## config.mk

```make
export PLATFORM = sky130hd
export DESIGN_NAME = seg7_scan_ctrl
export DESIGN_NICKNAME = d
export VERILOG_FILES = /design/src/rtl/seg7_pkg.sv /design/src/rtl/bcd_seq_conv.sv /design/src/rtl/seg7_scan_ctrl.sv
export SDC_FILE = /design/constraint.sdc
export NUM_CORES = 1
export LEC_CHECK = 0
export CORE_ASPECT_RATIO = 1.75
export CORE_MARGIN = 5
export CORE_UTILIZATION = 35
export CTS_CLUSTER_SIZE = 16
export DETAILED_ROUTE_END_ITERATION = 8
export PLACE_DENSITY = 0.61
export SLEW_MARGIN = 15
export SYNTH_ARGS = -nofsm -noshare
export SYNTH_HDL_FRONTEND = slang
export SYNTH_SLANG_ARGS = --single-unit
```

## constraint.sdc

```tcl
create_clock -name clk -period 3.35 [get_ports clk]
set_input_delay 0.8375 -clock clk [delete_from_list [all_inputs] [get_ports clk]]
set_output_delay 0.8375 -clock clk [all_outputs]
set_load 0.01 [all_outputs]
```

## src/rtl/seg7_pkg.sv

```systemverilog
`default_nettype none
// ============================================================================
//  Module   : seg7_pkg
//  Purpose  : Shared state types, segment constants and the digit decoder for
//             the two-digit 7-segment scan controller.
//  Revision : 1.0  initial release
// ============================================================================
package seg7_pkg;

    typedef enum logic [1:0] {
        IDLE = 2'd0,
        CONV = 2'd1,
        LOAD = 2'd2
    } conv_state_t;

    typedef enum logic [1:0] {
        SHOW_T   = 2'd0,
        BLANK_TU = 2'd1,
        SHOW_U   = 2'd2,
        BLANK_UT = 2'd3
    } scan_state_t;

    localparam logic [7:0] SEG_ERR = 8'hFF;
    localparam logic [7:0] SEG_OFF = 8'h00;

    // Digit 0 sits in the least-significant byte, {dp,g..a} per byte.
    localparam logic [79:0] c_SEG_TABLE = {
        8'h6F, 8'h7F, 8'h07, 8'h7D, 8'h6D,
        8'h66, 8'h4F, 8'h5B, 8'h06, 8'h3F
    };

    function automatic logic [7:0] seg7_decode(input logic [3:0] digit);
        logic [7:0] seg_val;
        seg_val = SEG_ERR;
        if (digit <= 4'd9) begin
            seg_val = c_SEG_TABLE[{digit, 3'b000} +: 8];
        end
        return seg_val;
    endfunction

endpackage
`default_nettype wire

```

## src/rtl/bcd_seq_conv.sv

```systemverilog
`default_nettype none
// ============================================================================
//  Module   : bcd_seq_conv
//  Purpose  : Sequential 7-bit binary to two-digit BCD converter (double-dabble)
//             with a valid/ready input and a one-cycle done strobe.
//  Revision : 1.0  initial release
// ============================================================================
module bcd_seq_conv
    import seg7_pkg::*;
(
    input  logic       clk,
    input  logic       rst,
    input  logic [6:0] i_value,
    input  logic       i_valid,
    output logic       o_ready,
    output logic       o_busy,
    output logic       o_done,
    output logic [3:0] o_tens,
    output logic [3:0] o_units
);

    conv_state_t  r_state;
    logic [2:0]   r_step;
    logic [16:0]  r_shift;   // {hund[1:0], tens, units, binary}
    logic [16:0]  w_adj;

    always_comb begin
        w_adj = r_shift;
        if (r_shift[10:7] >= 4'd5) begin
            w_adj[10:7] = r_shift[10:7] + 4'd3;
        end
        if (r_shift[14:11] >= 4'd5) begin
            w_adj[14:11] = r_shift[14:11] + 4'd3;
        end
    end

    always_ff @(posedge clk or posedge rst) begin
        if (rst) begin
            r_state <= IDLE;
            r_step  <= 3'd0;
            r_shift <= '0;
            o_ready <= 1'b0;
            o_busy  <= 1'b0;
        end else begin
            case (r_state)
                IDLE: begin
                    if (i_valid && o_ready) begin
                        r_shift <= {10'd0, i_value};
                        r_step  <= 3'd0;
                        o_ready <= 1'b0;
                        o_busy  <= 1'b1;
                        r_state <= CONV;
                    end else begin
                        o_ready <= 1'b1;
                    end
                end
                CONV: begin
                    r_shift <= w_adj << 1;
                    r_step  <= r_step + 3'd1;
                    if (r_step == 3'd6) begin
                        r_state <= LOAD;
                    end
                end
                LOAD: begin
                    o_busy  <= 1'b0;
                    o_ready <= 1'b1;
                    r_state <= IDLE;
                end
                default: r_state <= IDLE;
            endcase
        end
    end

    // Values above 99 carry a hundreds digit; flag them with an out-of-range nibble.
    assign o_done  = (r_state == LOAD);
    assign o_tens  = (r_shift[16:15] != 2'd0) ? 4'hF : r_shift[14:11];
    assign o_units = (r_shift[16:15] != 2'd0) ? 4'hF : r_shift[10:7];

endmodule
`default_nettype wire

```

## src/rtl/seg7_scan_ctrl.sv

```systemverilog
`default_nettype none
// ============================================================================
//  Module   : seg7_scan_ctrl
//  Purpose  : Two-digit 7-segment controller: BCD conversion of an accepted count
//             and time-multiplexed scan of a shared segment bus with blanking gaps.
//  Revision : 1.0  initial release
// ============================================================================
module seg7_scan_ctrl
    import seg7_pkg::*;
#(
    parameter int   SCAN_DIV  = 50000,
    parameter int   BLANK_CYC = 16,
    parameter logic LZ_BLANK  = 1'b1
) (
    input  logic       clk,
    input  logic       rst,
    input  logic [6:0] value,
    input  logic       value_valid,
    output logic       value_ready,
    output logic [7:0] seg,
    output logic       dig_t_ena,
    output logic       dig_u_ena,
    output logic       busy
);

    localparam int c_CNT_MAX = (SCAN_DIV > BLANK_CYC) ? SCAN_DIV : BLANK_CYC;
    localparam int c_CNT_W   = (c_CNT_MAX > 1) ? $clog2(c_CNT_MAX) : 1;
    localparam logic [c_CNT_W-1:0] c_SHOW_LAST  = c_CNT_W'(SCAN_DIV - 1);
    localparam logic [c_CNT_W-1:0] c_BLANK_LAST = c_CNT_W'(BLANK_CYC - 1);

    scan_state_t        r_scan_state;
    scan_state_t        w_next_state;
    logic [c_CNT_W-1:0] r_cnt;
    logic               w_term;
    logic [3:0]         r_disp_tens;
    logic [3:0]         r_disp_units;
    logic               w_conv_done;
    logic [3:0]         w_conv_tens;
    logic [3:0]         w_conv_units;

    bcd_seq_conv u_conv (
        .clk     (clk),
        .rst     (rst),
        .i_value (value),
        .i_valid (value_valid),
        .o_ready (value_ready),
        .o_busy  (busy),
        .o_done  (w_conv_done),
        .o_tens  (w_conv_tens),
        .o_units (w_conv_units)
    );

    always_ff @(posedge clk or posedge rst) begin
        if (rst) begin
            r_disp_tens  <= 4'd0;
            r_disp_units <= 4'd0;
        end else if (w_conv_done) begin
            r_disp_tens  <= w_conv_tens;
            r_disp_units <= w_conv_units;
        end
    end

    always_comb begin
        w_next_state = r_scan_state;
        w_term       = 1'b0;
        case (r_scan_state)
            SHOW_T: begin
                w_term       = (r_cnt == c_SHOW_LAST);
                w_next_state = BLANK_TU;
            end
            BLANK_TU: begin
                w_term       = (r_cnt == c_BLANK_LAST);
                w_next_state = SHOW_U;
            end
            SHOW_U: begin
                w_term       = (r_cnt == c_SHOW_LAST);
                w_next_state = BLANK_UT;
            end
            BLANK_UT: begin
                w_term       = (r_cnt == c_BLANK_LAST);
                w_next_state = SHOW_T;
            end
            default: begin
                w_term       = 1'b1;
                w_next_state = SHOW_T;
            end
        endcase
    end

    // The segment register is loaded only at slot entry, so it doubles as the
    // active-digit copy: a display update mid-slot cannot disturb a lit digit.
    always_ff @(posedge clk or posedge rst) begin
        if (rst) begin
            r_scan_state <= SHOW_T;
            r_cnt        <= '0;
            seg          <= SEG_OFF;
            dig_t_ena    <= 1'b1;
            dig_u_ena    <= 1'b1;
        end else if (w_term) begin
            r_cnt        <= '0;
            r_scan_state <= w_next_state;
            case (w_next_state)
                SHOW_T: begin
                    dig_u_ena <= 1'b1;
                    if (LZ_BLANK && (r_disp_tens == 4'd0)) begin
                        seg       <= SEG_OFF;
                        dig_t_ena <= 1'b1;
                    end else begin
                        seg       <= seg7_decode(r_disp_tens);
                        dig_t_ena <= 1'b0;
                    end
                end
                SHOW_U: begin
                    seg       <= seg7_decode(r_disp_units);
                    dig_t_ena <= 1'b1;
                    dig_u_ena <= 1'b0;
                end
                default: begin
                    seg       <= SEG_OFF;
                    dig_t_ena <= 1'b1;
                    dig_u_ena <= 1'b1;
                end
            endcase
        end else begin
            r_cnt <= r_cnt + c_CNT_W'(1);
        end
    end

endmodule
`default_nettype wire

```

==> results.tsv <==
metric	value	unit
setup_viol_count_final	0	
globalRouteTotalUtil	13.06	%
cts_tree	yes	
number_of_standard_cells_after_synthesis	312	
route.detailed.wl_per_inst	13.95	um
critical_path_required	3.56	ns
ys_async_sr_fraction	100.0	%
period_needed	2.353	ns
tns	0	ns
grt_start_max_net_pins	22	
hp-class	reg2reg	
unrepaired_setup_endpoints_after_global_routing	no	
crit_path_dat	2.56	ns
finish.net_count	371	
cts_htree_levels	3	
drt-met1-wl	2.592	mm
dr_total_vias	2295	
grt_first_pass_wirelength	11.12	mm
postRouteWirelength	6.446	mm
setup_ws	0.9966	ns
row_count	46	
placedCellCount	446	
die_width	82.27	um
leakage	1.740	nW
finalHoldViolations	0	
floorplan.io_pins	22	
final_min_period_over_clock_period	70.25	%
tritoncts.num_buffers	9	
first_pass_iters	5	
synth_cell_type_count	45	
ant_nets	0	
cts_setup_buffers	0	
commonest_non_fill_non_tap_cell_in_the_layout	sky130_fd_sc_hd__dfrtp_1	
die_height	136.5	um
cts.sinks	60	
die_area	11230	um2
vdd_drop_max	0.4589	mV
fin_hold_ws	0.4654	ns
place_hpwl	4.815	mm
first_global_vias	2383	
count_of_maximum_capacitance_violations	0	
synth-edff-count	0	
dr_wl_met2	3.577	mm
antenna_found_initial	0	
number_of_hold_repair_buffers_added_at_the_cts_stage	0	
drc	0	
layout_cell_share_with_drive_strength_beyond_1	11.40	%
vias_per_cell	4.968	
finalNonFillerCells	462	
top_layer	met4	
max_freq	424.9	MHz
crit_path_start_kind	register	
clk_transition_reported_paths	0.05	ns
floorplan.core_area	8979	um2
syn2layout_area_growth	21.20	%
run_status	finished, final reports clean	
worst_slew_pin_slew	0.6977	ns
synth_top_flop_cell	sky130_fd_sc_hd__dfrtp_1	
worst-path-max-fanout	17	
worstSkewPairLatency	0.32	ns
power-per-cell-area	779.8	nW/um2
gr-total-overflow	0	
timing.slew.headroom	53.49	%
clk_root_buffer_cell	sky130_fd_sc_hd__clkbuf_16	
dp_worst_setup_slack	0.8066	ns
layout_common_cells	58 x sky130_fd_sc_hd__dfrtp_1, 34 x sky130_fd_sc_hd__nand2_1, 24 x sky130_fd_sc_hd__ha_1, 21 x sky130_fd_sc_hd__clkdlybuf4s50_1, 20 x sky130_fd_sc_hd__nor2_1	
dr.first_iter.drc_count	106	
io_buffers	21	
synth.yosys.seq_area_share	47.01	%
yosys_warnings	0	
synth_seq_cells	60	
total_power	3.024	mW
start_util	35.63	%
postSynthAreaPerCell	10.25	um2
synth_nets	346	
clock-skew-final	0.003250	ns
timing_max_transition_violations_final	0	
setup.worst_path.end_class	register	
gp_routability_congestion	0.7823	
crit_type	reg2reg	
detailroute.wirelength.met3	138	um
syn-cell-area	3199	um2
cts-root-to-sink-buffers	2	
antenna_cells	0	
cts_repair_resize_count	0	
==> worst max-delay path, stage by stage, from the launching register on <==
cell and delay (ns):
sky130_fd_sc_hd__dfrtp_1 0.43, sky130_fd_sc_hd__or4_1 0.53, sky130_fd_sc_hd__or3_1 0.34, sky130_fd_sc_hd__a21oi_2 0.27, sky130_fd_sc_hd__buf_4 0.31, sky130_fd_sc_hd__mux2_2 0.37
==> cell type report <==
class / instances / area (um2)
sequential: 60 / 1504
clock buffer: 11 / 242.7
multi-input combinational: 220 / 1579
tap: 120 / 150.1
timing repair buffer: 27 / 255.2
inverter: 19 / 71.32
clock inverter: 5 / 75.07
fill: 898 / 5101
==> synth_stat cells, types with 2 or more instances <==
cell type	number	area share, %
sky130_fd_sc_hd__dfrtp_1	58	45
sky130_fd_sc_hd__nand2_1	34	4.0
sky130_fd_sc_hd__ha_1	24	9.4
sky130_fd_sc_hd__nor2_1	20	2.3
sky130_fd_sc_hd__inv_1	19	2.2
sky130_fd_sc_hd__mux2_2	12	4.2
sky130_fd_sc_hd__clkbuf_1	11	1.3
sky130_fd_sc_hd__o21ai_0	11	1.7
sky130_fd_sc_hd__o22ai_1	11	2.2
sky130_fd_sc_hd__xnor2_1	11	3.0
sky130_fd_sc_hd__o22a_1	8	2.2
sky130_fd_sc_hd__xor2_1	8	2.2
sky130_fd_sc_hd__a21oi_1	7	1.1
sky130_fd_sc_hd__mux2i_1	7	2.2
sky130_fd_sc_hd__nand3_1	7	1.1
sky130_fd_sc_hd__nor2b_1	7	1.4
sky130_fd_sc_hd__nand2b_1	6	1.2
sky130_fd_sc_hd__nor3_1	5	0.78
sky130_fd_sc_hd__and3_1	4	0.78
sky130_fd_sc_hd__nand4_1	4	0.78
sky130_fd_sc_hd__a22oi_1	3	0.70
sky130_fd_sc_hd__and4_1	3	0.82
sky130_fd_sc_hd__o31ai_1	3	0.70
sky130_fd_sc_hd__o32ai_1	3	0.82
sky130_fd_sc_hd__dfstp_2	2	1.6
sky130_fd_sc_hd__nor3b_1	2	0.47
sky130_fd_sc_hd__nor4_1	2	0.39
sky130_fd_sc_hd__nor4bb_1	2	0.63
sky130_fd_sc_hd__o211ai_1	2	0.47
==> layer usage <==
metal	vias up	global-route usage [%]
met3	11	3.183
li1	1141	-
met1	1116	14.06
met2	27	23.13
met5	-	0
met4	0	6.192
==> where the power goes <==
| group | leakage [nW] | internal (mW) | switching, mW |
|---|---|---|---|
| Combinational | 0.810 | 0.433 | 0.502 |
| Clock | 0.159 | 0.667 | 0.314 |
| Sequential | 0.771 | 0.896 | 0.213 |
| Total | 1.74 | 1.99 | 1.03 |
==> state kept, by name, summed over array words and instances, names as in the netlist <==
name	count
u_conv.r_state	2
dig_t_ena	1
u_conv.o_busy	1
u_conv.o_ready	1
r_scan_state	2
r_disp_units	4
dig_u_ena	1
u_conv.r_shift	17
seg	8
r_disp_tens	4
u_conv.r_step	3
r_cnt	16
==> cells by family (layout without fill, tap and decap cells) <==
logic type | after synthesis | in the layout | synth area share [%]
AO/OA/AOI/OAI | 58 | 58 | 12.36
flip-flops | 60 | 60 | 47.01
AND/OR/NAND/NOR | 100 | 100 | 15.53
XOR/XNOR | 19 | 19 | 5.201
multiplexers | 19 | 19 | 6.414
adder cells (fa/ha/maj) | 24 | 24 | 9.386
buffers and inverters | 32 | 62 | 4.106
==> worst paths after layout <==
| path | from | end | slack [ns] | cells after the start |
|---|---|---|---|---|
| min in group asynchronous | rst | r_cnt[12] | 0.83 | 2 |
| worst max register to register | r_cnt[6] | r_scan_state[1] | 1.0 | 5 |
| worst min register to register | dig_u_ena | dig_u_ena | 0.47 | 2 |
| max in group asynchronous | rst | u_conv.r_shift[5] | 1.88 | 3 |
| worst min-delay path | dig_u_ena | dig_u_ena | 0.47 | 2 |
| worst max-delay path | r_cnt[6] | r_scan_state[1] | 1.0 | 5 |
==> stage by stage <==
step / utilization, % / instance area, um2
finish: 43.19 / 3877
global placement: 39.65 / 3560
detailed placement: 39.65 / 3560
floorplan: - / 3199
global route: 43.19 / 3877
CTS: 43.19 / 3877
Note: power is estimated with default switching activity, not from simulation.
